File: src/rtl/fre_div_pkg.sv
// Shared types and helpers for the programmable clock divider.
// Holds the state encoding and the divisor clamp used on every load path.
package fre_div_pkg;

    typedef enum logic [1:0] {
        IDLE = 2'd0,
        RUN  = 2'd1,
        STOP = 2'd2
    } state_t;

    localparam int DIV_MIN = 2;

    // Divisors 0 and 1 cannot produce a waveform, so they are treated as 2.
    function automatic logic [15:0] clamp_div(input logic [15:0] n);
        return (n < 16'(DIV_MIN)) ? 16'(DIV_MIN) : n;
    endfunction

endpackage

File: src/rtl/fre_div_odd_ext.sv
// Falling-edge half-cycle extension for odd divisors and the output OR.
// Kept separate so the only negedge register can be constrained on its own.
module fre_div_odd_ext (
    input  logic clk,
    input  logic rst_n,
    input  logic p_reg,
    input  logic odd,
    output logic clk_d
);

    logic n_reg;

    always_ff @(negedge clk or negedge rst_n) begin
        if (!rst_n) begin
            n_reg <= 1'b0;
        end else begin
            n_reg <= p_reg;
        end
    end

    // Both terms are registers that overlap, so the OR cannot glitch.
    assign clk_d = p_reg | (odd & n_reg);

endmodule

File: src/rtl/fre_div_prog.sv
// Runtime-programmable integer clock divider with 50% duty for even and odd N.
// Divisor changes take effect only at period boundaries; start/stop never truncate a period.
module fre_div_prog
    import fre_div_pkg::*;
#(
    parameter int CNT_W    = 8,
    parameter int DIV_INIT = 2
) (
    input  logic             clk,
    input  logic             rst_n,
    input  logic             en,
    input  logic             div_load,
    input  logic [CNT_W-1:0] div_num,
    output logic             clk_d,
    output logic             tick,
    output logic             active,
    output logic             div_upd
);

    localparam logic [CNT_W-1:0] INIT_N = CNT_W'(clamp_div(16'(DIV_INIT)));

    state_t           state;
    logic [CNT_W-1:0] act_n;
    logic [CNT_W-1:0] pend_n;
    logic             pend_v;
    logic [CNT_W-1:0] cnt;
    logic             p_reg;
    logic             upd_pend;

    logic [CNT_W-1:0] load_n;
    logic [CNT_W-1:0] half_n;
    logic [CNT_W-1:0] cnt_inc;
    logic             last;

    assign load_n  = CNT_W'(clamp_div(16'(div_num)));
    assign half_n  = act_n >> 1;
    assign cnt_inc = cnt + CNT_W'(1);
    assign last    = (cnt == (act_n - CNT_W'(1)));

    always_ff @(posedge clk or negedge rst_n) begin
        if (!rst_n) begin
            state    <= IDLE;
            act_n    <= INIT_N;
            pend_n   <= INIT_N;
            pend_v   <= 1'b0;
            cnt      <= '0;
            p_reg    <= 1'b0;
            upd_pend <= 1'b0;
            tick     <= 1'b0;
            active   <= 1'b0;
            div_upd  <= 1'b0;
        end else begin
            tick    <= 1'b0;
            div_upd <= 1'b0;
            case (state)
                IDLE: begin
                    cnt    <= '0;
                    p_reg  <= 1'b0;
                    active <= 1'b0;
                    if (div_load) begin
                        act_n    <= load_n;
                        upd_pend <= 1'b1;
                    end
                    if (en) begin
                        state <= RUN;
                    end
                end
                RUN, STOP: begin
                    if (!active) begin
                        // First edge after leaving IDLE: phase 0 of the first period.
                        cnt      <= '0;
                        p_reg    <= 1'b1;
                        tick     <= 1'b1;
                        active   <= 1'b1;
                        div_upd  <= upd_pend | div_load;
                        upd_pend <= 1'b0;
                        if (div_load) begin
                            act_n <= load_n;
                        end
                        state <= en ? RUN : STOP;
                    end else if (last) begin
                        // A load in the last phase bypasses the pending slot.
                        if (div_load) begin
                            act_n <= load_n;
                        end else if (pend_v) begin
                            act_n <= pend_n;
                        end
                        pend_v <= 1'b0;
                        cnt    <= '0;
                        if (!en) begin
                            state    <= IDLE;
                            p_reg    <= 1'b0;
                            active   <= 1'b0;
                            upd_pend <= div_load | pend_v;
                        end else begin
                            state   <= RUN;
                            p_reg   <= 1'b1;
                            tick    <= 1'b1;
                            div_upd <= div_load | pend_v;
                        end
                    end else begin
                        cnt   <= cnt_inc;
                        p_reg <= (cnt_inc < half_n);
                        if (div_load) begin
                            pend_n <= load_n;
                            pend_v <= 1'b1;
                        end
                        if (state == RUN && !en) begin
                            state <= STOP;
                        end
                    end
                end
                default: state <= IDLE;
            endcase
        end
    end

    fre_div_odd_ext u_odd_ext (
        .clk   (clk),
        .rst_n (rst_n),
        .p_reg (p_reg),
        .odd   (act_n[0]),
        .clk_d (clk_d)
    );

endmodule

File: config.mk
export PLATFORM = sky130hd
export DESIGN_NAME = fre_div_prog
export DESIGN_NICKNAME = d
export VERILOG_FILES = /design/src/rtl/fre_div_pkg.sv /design/src/rtl/fre_div_odd_ext.sv /design/src/rtl/fre_div_prog.sv
export SDC_FILE = /design/constraint.sdc
export NUM_CORES = 1
export LEC_CHECK = 0
export CELL_PAD_IN_SITES_DETAIL_PLACEMENT = 1
export CELL_PAD_IN_SITES_GLOBAL_PLACEMENT = 2
export CORE_MARGIN = 2
export CORE_UTILIZATION = 40
export DETAILED_ROUTE_END_ITERATION = 7
export GPL_ROUTABILITY_DRIVEN = 0
export PLACE_DENSITY = 0.84
export SLEW_MARGIN = 25
export SYNTH_ARGS = -nofsm -noshare
export SYNTH_HDL_FRONTEND = slang
export SYNTH_SLANG_ARGS = --single-unit
File: constraint.sdc
create_clock -name clk -period 3.75 [get_ports clk]
set_input_delay 0.5625 -clock clk [delete_from_list [all_inputs] [get_ports clk]]
set_output_delay 0.5625 -clock clk [all_outputs]
set_load 0.01 [all_outputs]
==> results of run 1 <==
-- kinds of logic (layout without fill, tap and decap cells) --
logic type	after synthesis	count (layout)	synth area share
simple gates	75	75	0.2043
fa+ha+maj	12	12	0.06964
flops	33	33	0.3842
compound gates	64	64	0.2020
mux	10	10	0.05108
xor+xnor	11	11	0.04469
buf+inv	23	40	0.04411
-- worst paths after layout --
check	slack, ns	end	depth (start not counted)
max in group asynchronous	1.35	u_odd_ext.n_reg	1
max reg2reg	0.97	act_n[3]	8
max	0.21	clk_d	2
min in group asynchronous	0.81	pend_n[4]	2
min	0.50	pend_n[5]	1
min reg2reg	0.50	pend_n[5]	1
-- power by group through the flow --
stage               combinational (mW)  clock [mW]  sequential [mW]
floorplan                        0.717           0            0.612
global placement                 0.887           0            0.668
detailed placement               0.902           0            0.673
CTS                              0.903       0.271            0.669
global route                      1.02       0.284            0.692
finish                           0.898       0.259            0.667
-- cells in the mapped netlist, drive strengths merged (2+ instances only) --
cell type | n | share of area
nand4 | 3 | 0.016
nand3 | 4 | 0.0093
xnor2 | 7 | 0.028
a21oi | 12 | 0.028
o22ai | 4 | 0.012
buf | 2 | 0.0075
dfrtp | 30 | 0.35
inv | 16 | 0.028
dfstp | 2 | 0.024
clkbuf | 5 | 0.0087
a31oi | 2 | 0.0087
o31ai | 3 | 0.017
or3 | 9 | 0.026
mux2 | 8 | 0.042
nand2 | 22 | 0.038
nor3 | 7 | 0.021
a21o | 2 | 0.0075
a2bb2oi | 8 | 0.033
nor2b | 4 | 0.012
nor2 | 7 | 0.012
a21boi | 2 | 0.0070
o21ai | 22 | 0.051
nand2b | 5 | 0.015
or2 | 3 | 0.0087
nor4b | 3 | 0.019
xor2 | 4 | 0.016
ha | 12 | 0.070
and3 | 2 | 0.0058
mux2i | 2 | 0.0093
o311a | 2 | 0.0093
nor4 | 2 | 0.0058
-- worst register-to-register path, cell delays in order, from the launching register on --
cell and delay, ns:
dfstp_2 0.58, inv_1 0.06, ha_1 0.30, xor2_1 0.15
nand2_1 0.10, nor4b_4 0.51, nand4_4 0.25, o22ai_1 0.54
a2bb2oi_1 0.14
-- stage by stage --
stage / hold WS (ns) / utilization / setup slack (ns) / area, sq um / power [mW]
3_5_place_dp: 0.4906 / 0.4603 / 0.3037 / 2366 / 1.574
2_1_floorplan: 0.2669 / - / 0.7878 / 2156 / 1.329
5_1_grt: 0.5223 / 0.4759 / 0.1804 / 2446 / 1.995
6_report: 0.5013 / 0.4759 / 0.2115 / 2446 / 1.823
3_3_place_gp: 0.4833 / 0.4603 / 0.3182 / 2366 / 1.555
4_1_cts: 0.5070 / 0.4759 / 0.2011 / 2446 / 1.842
-- layer usage --
layer	up-vias	share of wire	track usage	routed length (microns)
met3	5	0.025	0.03837	133
met4	0	0.011	0.06607	56
li1	861	-	-	-
met1	878	0.49	0.2704	2604
met5	-	0	0	0
met2	18	0.47	0.3087	2485
-- cell usage in the layout, fill, tap and decap left out, types with 4 or more instances in the layout --
cell type,synthesis,layout
a21oi_1,12,12
a2bb2oi_1,8,8
clkbuf_8,0,5
clkdlybuf4s50_1,0,14
dfrtp_1,30,30
ha_1,12,12
inv_1,16,16
mux2_2,8,8
nand2_1,22,22
nand2b_1,5,5
nand3_1,4,4
nor2_1,7,7
nor2b_1,4,4
nor3_1,6,6
o21ai_0,22,22
o22ai_1,4,4
or3_1,9,9
xnor2_1,7,7
xor2_1,4,4
-- area by class of cell --
class / instances / share of cell area
repair buffers: 16 / 0.06394
inverters: 16 / 0.02455
well taps: 70 / 0.03581
clock buffers: 7 / 0.03120
flip-flops and latches: 33 / 0.3386
multi-input cells: 172 / 0.5038
clock inverters: 1 / 0.002046
==> reports/summary.txt, run 1 <==
Yosys warning total: 0
status: finished clean
CTS tree: built
Cell Chain, Critical Path: a21o_2, dlygate4sd2_1
total CTS buffers: 5
syn_area_per_cell: 9.455 sq um
worst r2r src: act_n[1]
global-route wire length before repair: 9204 microns
syn_nets: 252
CTS root buffer: clkbuf_8
Die Ht: 77.42 microns
Reg power frac: 0.366
Pwr Density: 745.2 nW/um^2
Inst Count DP: 307
routed vias/inst: 5.594
Yosys reg bits: 33
Net Sw Power: 0.7704 mW
die width: 77.42 microns
Total Routing Usage GR: 0.1960
Netlist cell types: 50
Switching Share: 0.4226
Pleak: 1.042 nW
Max Cap Viol: 0
Post-CTS Resized: 1
register area share after synthesis: 0.3842
P_int: 1.053 mW
DRT antenna net count: 0
Iter 0 DRT Violations: 51
crit-path max FO: 1
grt total ovfl: 0
critical path startpoint: u_odd_ext.n_reg
post-route insts no fill: 315
Worst-path clk slew: 0.06 ns
vias in the first global route: 1803
DIE AREA: 5993 sq um
Post-CTS Setup Inserts: 0
DP HPWL: 3861 microns
diode count: 0
fraction of final layout cells with drive strength greater than 1: 0.1184
crit path kind: reg -> out
CTS sink count: 33
P&R area growth vs syn: 13.47%
Async SR Flop Fraction: 1.000
core area: 5140 sq um
RSZ-0062 raised after global routing: false
FF/Latch Area: 828.3 sq um
total routed wirelength: 5279 microns
clock latency at the later pin of the worst-skew pair: 0.29 ns
Hold Buf Count CTS: 0
required time worst endpoint: 3.19 ns
# setup viols final: 0
CP startpoint kind: flop
Top FF cell, synth: dfrtp_1
Post-Syn Instances: 228
Arr. time, crit path: 2.98 ns
skew final: 0.006116 ns
count of pins over their slew limit: 0
endpoints failing hold: 0
setup_tns: 0 ns
top flop regs: act_n x8, cnt x8, pend_n x8
total number of vias: 1762
clk buf depth: 2
worst hold path type: reg -> reg
CP top delay family: flip-flops
row count: 26
Clock Power Share: 0.142
worst hold start: pend_n[5]
port bufs: 15
Final nets: 268
initial antenna violation count: 0
Post-synth EDFFs: 0
Initial DRT Pass Iterations: 4
Multi-input gate area: 1232 sq um
drt drc: 0
H-tree level count: 2
Relative slew margins: 0.5746
Worst Tran Pin Value: 0.6352 ns
Buf+Inv Stages, Crit Path: 1
IO Count: 16
pin count of the biggest net entering global routing: 33
CP peak stage delay: 0.33 ns
Cell Area, Synth: 2156 sq um
Comb pwr share: 0.492
DR WL/cell: 16.76 microns
slowest cell on the critical path: dfrtn_1
VDD IR-drop max: 0.0003150 V
fillcell total: 626
Initial Util: 0.4194
Setup crit end kind: output port
(Power assumes the default switching activity.)
==> run 2, diff against run 1 <==
--- a/config.mk
+++ b/config.mk
@@ -5,10 +5,12 @@
 export SDC_FILE = /design/constraint.sdc
 export NUM_CORES = 1
 export LEC_CHECK = 0
+export ABC_AREA = 1
+export CAP_MARGIN = 20
 export CELL_PAD_IN_SITES_DETAIL_PLACEMENT = 1
 export CELL_PAD_IN_SITES_GLOBAL_PLACEMENT = 2
 export CORE_MARGIN = 2
-export CORE_UTILIZATION = 40
+export CORE_UTILIZATION = 36
 export DETAILED_ROUTE_END_ITERATION = 7
 export GPL_ROUTABILITY_DRIVEN = 0
 export PLACE_DENSITY = 0.84
==> run 2 against run 1 <==
Critical path type unchanged; largest power group unchanged; routed wire length increased by 7.4%; die area increased by 17%; sequential share of layout area shrank 1.8 points; worst hold slack worse by 0.041 ns; clock skew rose by 0.00068 ns; largest cell class unchanged; critical path depth did not move; total power rose by 10%.
==> reports/summary.txt, run 2 <==
FF-to-FF path depth: 0
Max Cap Viol: 0
Netlist cell types: 34
Synth area leader: dfrtp_1
DRT antenna net count: 0
setup_tns: 0 ns
RSZ-0062 raised after global routing: false
Worst-path clk slew: 0.07 ns
CTS root buffer: clkbuf_8
VDD IR-drop max: 0.0003270 V
global-route wire length before repair: 9929 microns
Post-CTS Setup Inserts: 0
clk buf depth: 2
syn_nets: 346
fillcell total: 809
Iter 0 DRT Violations: 50
slowest cell on the critical path: dfrtn_1
Relative slew margins: 0.5721
syn_area_per_cell: 7.126 sq um
worst r2r src: p_reg
total CTS buffers: 5
Cell Chain, Critical Path: a21o_1, dlygate4sd2_1
total routed wirelength: 5670 microns
# setup viols final: 0
Worst Hold Path EP: pend_n[1]
Pwr Density: 777.7 nW/um^2
combinational family with the most area after synthesis: simple AND/OR/NAND/NOR gates
worst hold start: pend_n[1]
endpoints failing hold: 0
pin count of the biggest net entering global routing: 33
total number of vias: 2005
initial antenna violation count: 0
CP peak stage delay: 0.32 ns
P&R area growth vs syn: 12.43%
CTS tree: built
DP HPWL: 4576 microns
mux contribution to synthesized area: 0
count of pins over their slew limit: 0
Final nets: 359
drt drc: 0
most frequent cells in the layout: 104 x nand2_1, 38 x inv_1, 33 x o21ai_0, 30 x dfrtp_1, 23 x nor2_1
Die Ht: 83.84 microns
Initial Util: 0.3677
core area: 6241 sq um
skew final: 0.006801 ns
crit path kind: reg -> out
Initial DRT Pass Iterations: 4
CP startpoint kind: flop
commonest non-fill, non-tap cell in the layout: nand2_1
Synth Area in Adders: 0.06543
die width: 83.84 microns
terminus of the critical flop-to-flop path: u_odd_ext.n_reg
diode count: 0
Yosys warning total: 0
Cell Area, Synth: 2295 sq um
CP top delay family: flip-flops
most common cell in the netlist: nand2_1
Reg2Reg Setup Slack: 1.33 ns
row count: 29
register area share after synthesis: 0.3610
fraction of final layout cells with drive strength greater than 1: 0.08929
Arr. time, crit path: 2.92 ns
Post-synth EDFFs: 0
top cells by area, synth: dfrtp_1 33%, nand2_1 17%, o21ai_0 7.2%, ha_1 6.5%, inv_1 6.2%
Setup crit end kind: output port
DR WL/cell: 13.73 microns
Buf+Inv Stages, Crit Path: 1
hold path depth: 2
grt total ovfl: 0
crit-path max FO: 1
Post-Syn Instances: 322
XOR/XNOR share of the synthesized area: 0.04526
vias in the first global route: 2100
routed vias/inst: 4.855
DIE AREA: 7029 sq um
Worst Tran Pin Value: 0.6399 ns
Synth top area share: 0.3272
Async SR Flop Fraction: 1.000
Compound-Gate Fraction of Synth Area: 0.1172
final core utilization: 0.4134
worst hold path type: reg -> reg
Yosys reg bits: 33
Top FF cell, synth: dfrtp_1
Pleak: 1.308 nW
top flop regs: act_n x8, cnt x8, pend_n x8
Total Routing Usage GR: 0.1782
critical path startpoint: u_odd_ext.n_reg
port bufs: 15
clock latency at the later pin of the worst-skew pair: 0.29 ns
required time worst endpoint: 3.19 ns
Post-synth top cells: 104 x nand2_1, 38 x inv_1, 33 x o21ai_0
status: finished clean
IO Count: 16
H-tree level count: 2
CTS sink count: 33
Simple-Gate Fraction of Synth Area: 0.3124
run 2: worst min-delay path: cells and delay by family (launching register included):
family | cells | cell delay, ns
AND/OR/NAND/NOR | 2 | 0.09
flip-flops | 1 | 0.37
run 2: worst max-delay path by stage:
stage            end  depth (start not counted)
6_report       clk_d                          2
2_1_floorplan  clk_d                          1
3_5_place_dp   clk_d                          2
4_1_cts        clk_d                          2
3_3_place_gp   clk_d                          2
5_1_grt        clk_d                          2
run 2: layer usage:
| metal | wire [microns] | track usage |
|---|---|---|
| met5 | 0 | 0 |
| met4 | 107 | 0.05865 |
| met3 | 91 | 0.02967 |
| met2 | 2681 | 0.2996 |
| met1 | 2790 | 0.2333 |
run 2: through the flow:
step	setup WS, ns	total power [mW]	hold slack [ns]	area [sq um]	std cells
floorplan	0.8054	1.466	0.2669	2295	322
global placement	0.3214	1.698	0.4525	2480	405
detailed placement	0.3173	1.732	0.4533	2480	405
CTS	0.2507	2.039	0.4649	2580	413
global route	0.2198	2.250	0.5013	2580	413
finish	0.2632	2.007	0.4603	2580	413
run 2: cells by family after synthesis:
family	count (synthesis)
flip-flops	33
XOR/XNOR	11
buffers and inverters	52
AND/OR/NAND/NOR	164
AO/OA/AOI/OAI	50
adder cells (fa/ha/maj)	12
run 2: cell type report:
class	instances	area (sq um)	area share
clock buffer	7	96.34	0.03734
clock inverter	1	5.005	0.001940
inverter	42	157.7	0.06111
multi-input combinational	237	1240	0.4806
sequential	33	828.3	0.3210
tap	77	96.34	0.03734
timing repair buffer	16	156.4	0.06062
run 2: power breakdown:
part           internal (mW)  switching, mW  total (mW)
clock network          0.166          0.133       0.299
logic                  0.389          0.701        1.09
registers              0.503          0.115       0.618
run 2: timing repair:
| item | CTS | global route |
|---|---|---|
| endpoints found under the setup margin | 1 | 0 |
| hold buffers | 0 | 0 |
| gates resized for setup | 1 | 0 |
==> run 3, diff against run 2 <==
--- a/config.mk
+++ b/config.mk
@@ -10,10 +10,12 @@
 export CELL_PAD_IN_SITES_DETAIL_PLACEMENT = 1
 export CELL_PAD_IN_SITES_GLOBAL_PLACEMENT = 2
 export CORE_MARGIN = 2
-export CORE_UTILIZATION = 36
+export CORE_UTILIZATION = 39
 export DETAILED_ROUTE_END_ITERATION = 7
+export DONT_BUFFER_PORTS = 1
 export GPL_ROUTABILITY_DRIVEN = 0
 export PLACE_DENSITY = 0.84
+export SETUP_SLACK_MARGIN = 0.5
 export SLEW_MARGIN = 25
 export SYNTH_ARGS = -nofsm -noshare
 export SYNTH_HDL_FRONTEND = slang
==> run 3 against run 2 <==
Count of clock-buffer cells in the layout unchanged; combinational power decreased by 5%; clock power rose by 17%; final cell count is 4.8% lower; register-to-register slack barely moved; worst setup slack gained 0.22 ns; critical path depth decreased by 1; utilization rose by 2.4 points; global-route usage rose by 2.8 points; final area fell by 4.9%; critical path type unchanged; largest cell class unchanged; largest power group unchanged; highest routed layer unchanged.
==> reports/summary.txt, run 3 (synthesized netlist as in run 2, its figures left out) <==
row count: 27
Iter 0 DRT Violations: 67
Buf+Inv Stages, Crit Path: 0
slowest cell on the critical path: dfrtn_1
Post-CTS Setup Inserts: 0
Worst-path clk slew: 0.07 ns
critical path depth in cells: 1
DRT antenna net count: 0
crit-path max FO: 1
pre-CTS WS: 0.7865 ns
Arr. time, crit path: 2.70 ns
skew final: 0.008401 ns
top flop regs: act_n x8, cnt x8, pend_n x8
fraction of final layout cells with drive strength greater than 1: 0.09034
Initial Util: 0.4092
Worst Tran Pin Value: 0.5223 ns
H-tree level count: 2
WHS: 0.1031 ns
CTS root buffer: clkbuf_8
CTS sink count: 33
CP peak stage delay: 0.39 ns
crit path kind: reg -> out
diode count: 0
Total Routing Usage GR: 0.2058
# setup viols final: 0
routed vias/inst: 4.975
global-route wire length before repair: 10160 microns
total CTS buffers: 5
total number of vias: 1955
Pleak: 1.258 nW
Max Cap Viol: 0
vias in the first global route: 2123
FF-to-FF path depth: 0
setup_tns: 0 ns
DR WL/cell: 14.88 microns
worst setup margin: 0.4843 ns
worst hold path type: in -> async
initial antenna violation count: 0
pin count of the biggest net entering global routing: 31
final core utilization: 0.4373
port bufs: 0
status: finished clean
clock latency at the later pin of the worst-skew pair: 0.29 ns
drt drc: 0
Final nets: 344
CP top delay family: flip-flops
Post-CTS Resized: 0
IO Count: 16
Setup crit end kind: output port
VDD IR-drop max: 0.0003121 V
Relative slew margins: 0.6509
RSZ-0062 raised after global routing: true
clk buf depth: 2
P&R area growth vs syn: 6.870%
grt total ovfl: 0
Cell Chain, Critical Path: a21o_1
CTS tree: built
count of pins over their slew limit: 0
power consumption: 2.022 mW
most frequent cells in the layout: 104 x nand2_1, 38 x inv_1, 33 x o21ai_0, 30 x dfrtp_1, 23 x nor2_1
Die Ht: 80.71 microns
DP HPWL: 4501 microns
Initial DRT Pass Iterations: 4
Pwr Density: 824.5 nW/um^2
DIE AREA: 6513 sq um
die width: 80.71 microns
CP startpoint kind: flop
endpoints failing hold: 0
required time worst endpoint: 3.19 ns
commonest non-fill, non-tap cell in the layout: nand2_1
total routed wirelength: 5849 microns
core area: 5608 sq um
==> run 3: layout make-up <==
class,instances,area [sq um]
Inverter,42,157.7
Timing Repair Buffer,1,20.02
Sequential cell,33,828.3
Clock inverter,1,30.03
Clock buffer,7,86.33
Fill cell,740,3156
Tap cell,72,90.09
Multi-Input combinational cell,237,1240
==> run 3: what timing repair did <==
action / 4_1_cts / 5_1_grt
pin swaps: 1 / 0
hold buffers: 1 / 0
setup endpoints to repair: 1 / 1
endpoints found under the hold margin: 30 / 0
==> run 3: metrics by stage <==
step                      std cells  instance area, sq um
after floorplan                 322                  2295
after global placement          384                  2316
after detailed placement        384                  2316
after CTS                       393                  2452
after global routing            393                  2452
final                           393                  2452
==> run 3: routing by layer <==
layer | vias up | global-route usage | wire [microns]
met5 | - | 0 | 0
met4 | 0 | 0.05424 | 42
met3 | 4 | 0.03820 | 154
met2 | 23 | 0.3492 | 2788
met1 | 918 | 0.2696 | 2863
li1 | 1010 | - | -
==> run 3: worst paths after layout <==
kind | from | endpoint | slack (ns)
worst min-delay path | rst_n | cnt[2] | 0.10
worst max register to register | p_reg | u_odd_ext.n_reg | 1.33
worst min register to register | pend_n[1] | pend_n[1] | 0.47
max in group asynchronous | rst_n | u_odd_ext.n_reg | 1.93
min in group clk | div_num[2] | pend_n[2] | 0.40
worst max-delay path | u_odd_ext.n_reg | clk_d | 0.48
==> run 3: power breakdown <==
part	leakage, nW	switching [mW]	internal [mW]	total, mW
Combinational	0.786	0.687	0.355	1.04
Clock	0.0585	0.132	0.217	0.349
Sequential	0.413	0.128	0.503	0.631
Total	1.26	0.947	1.07	2.02
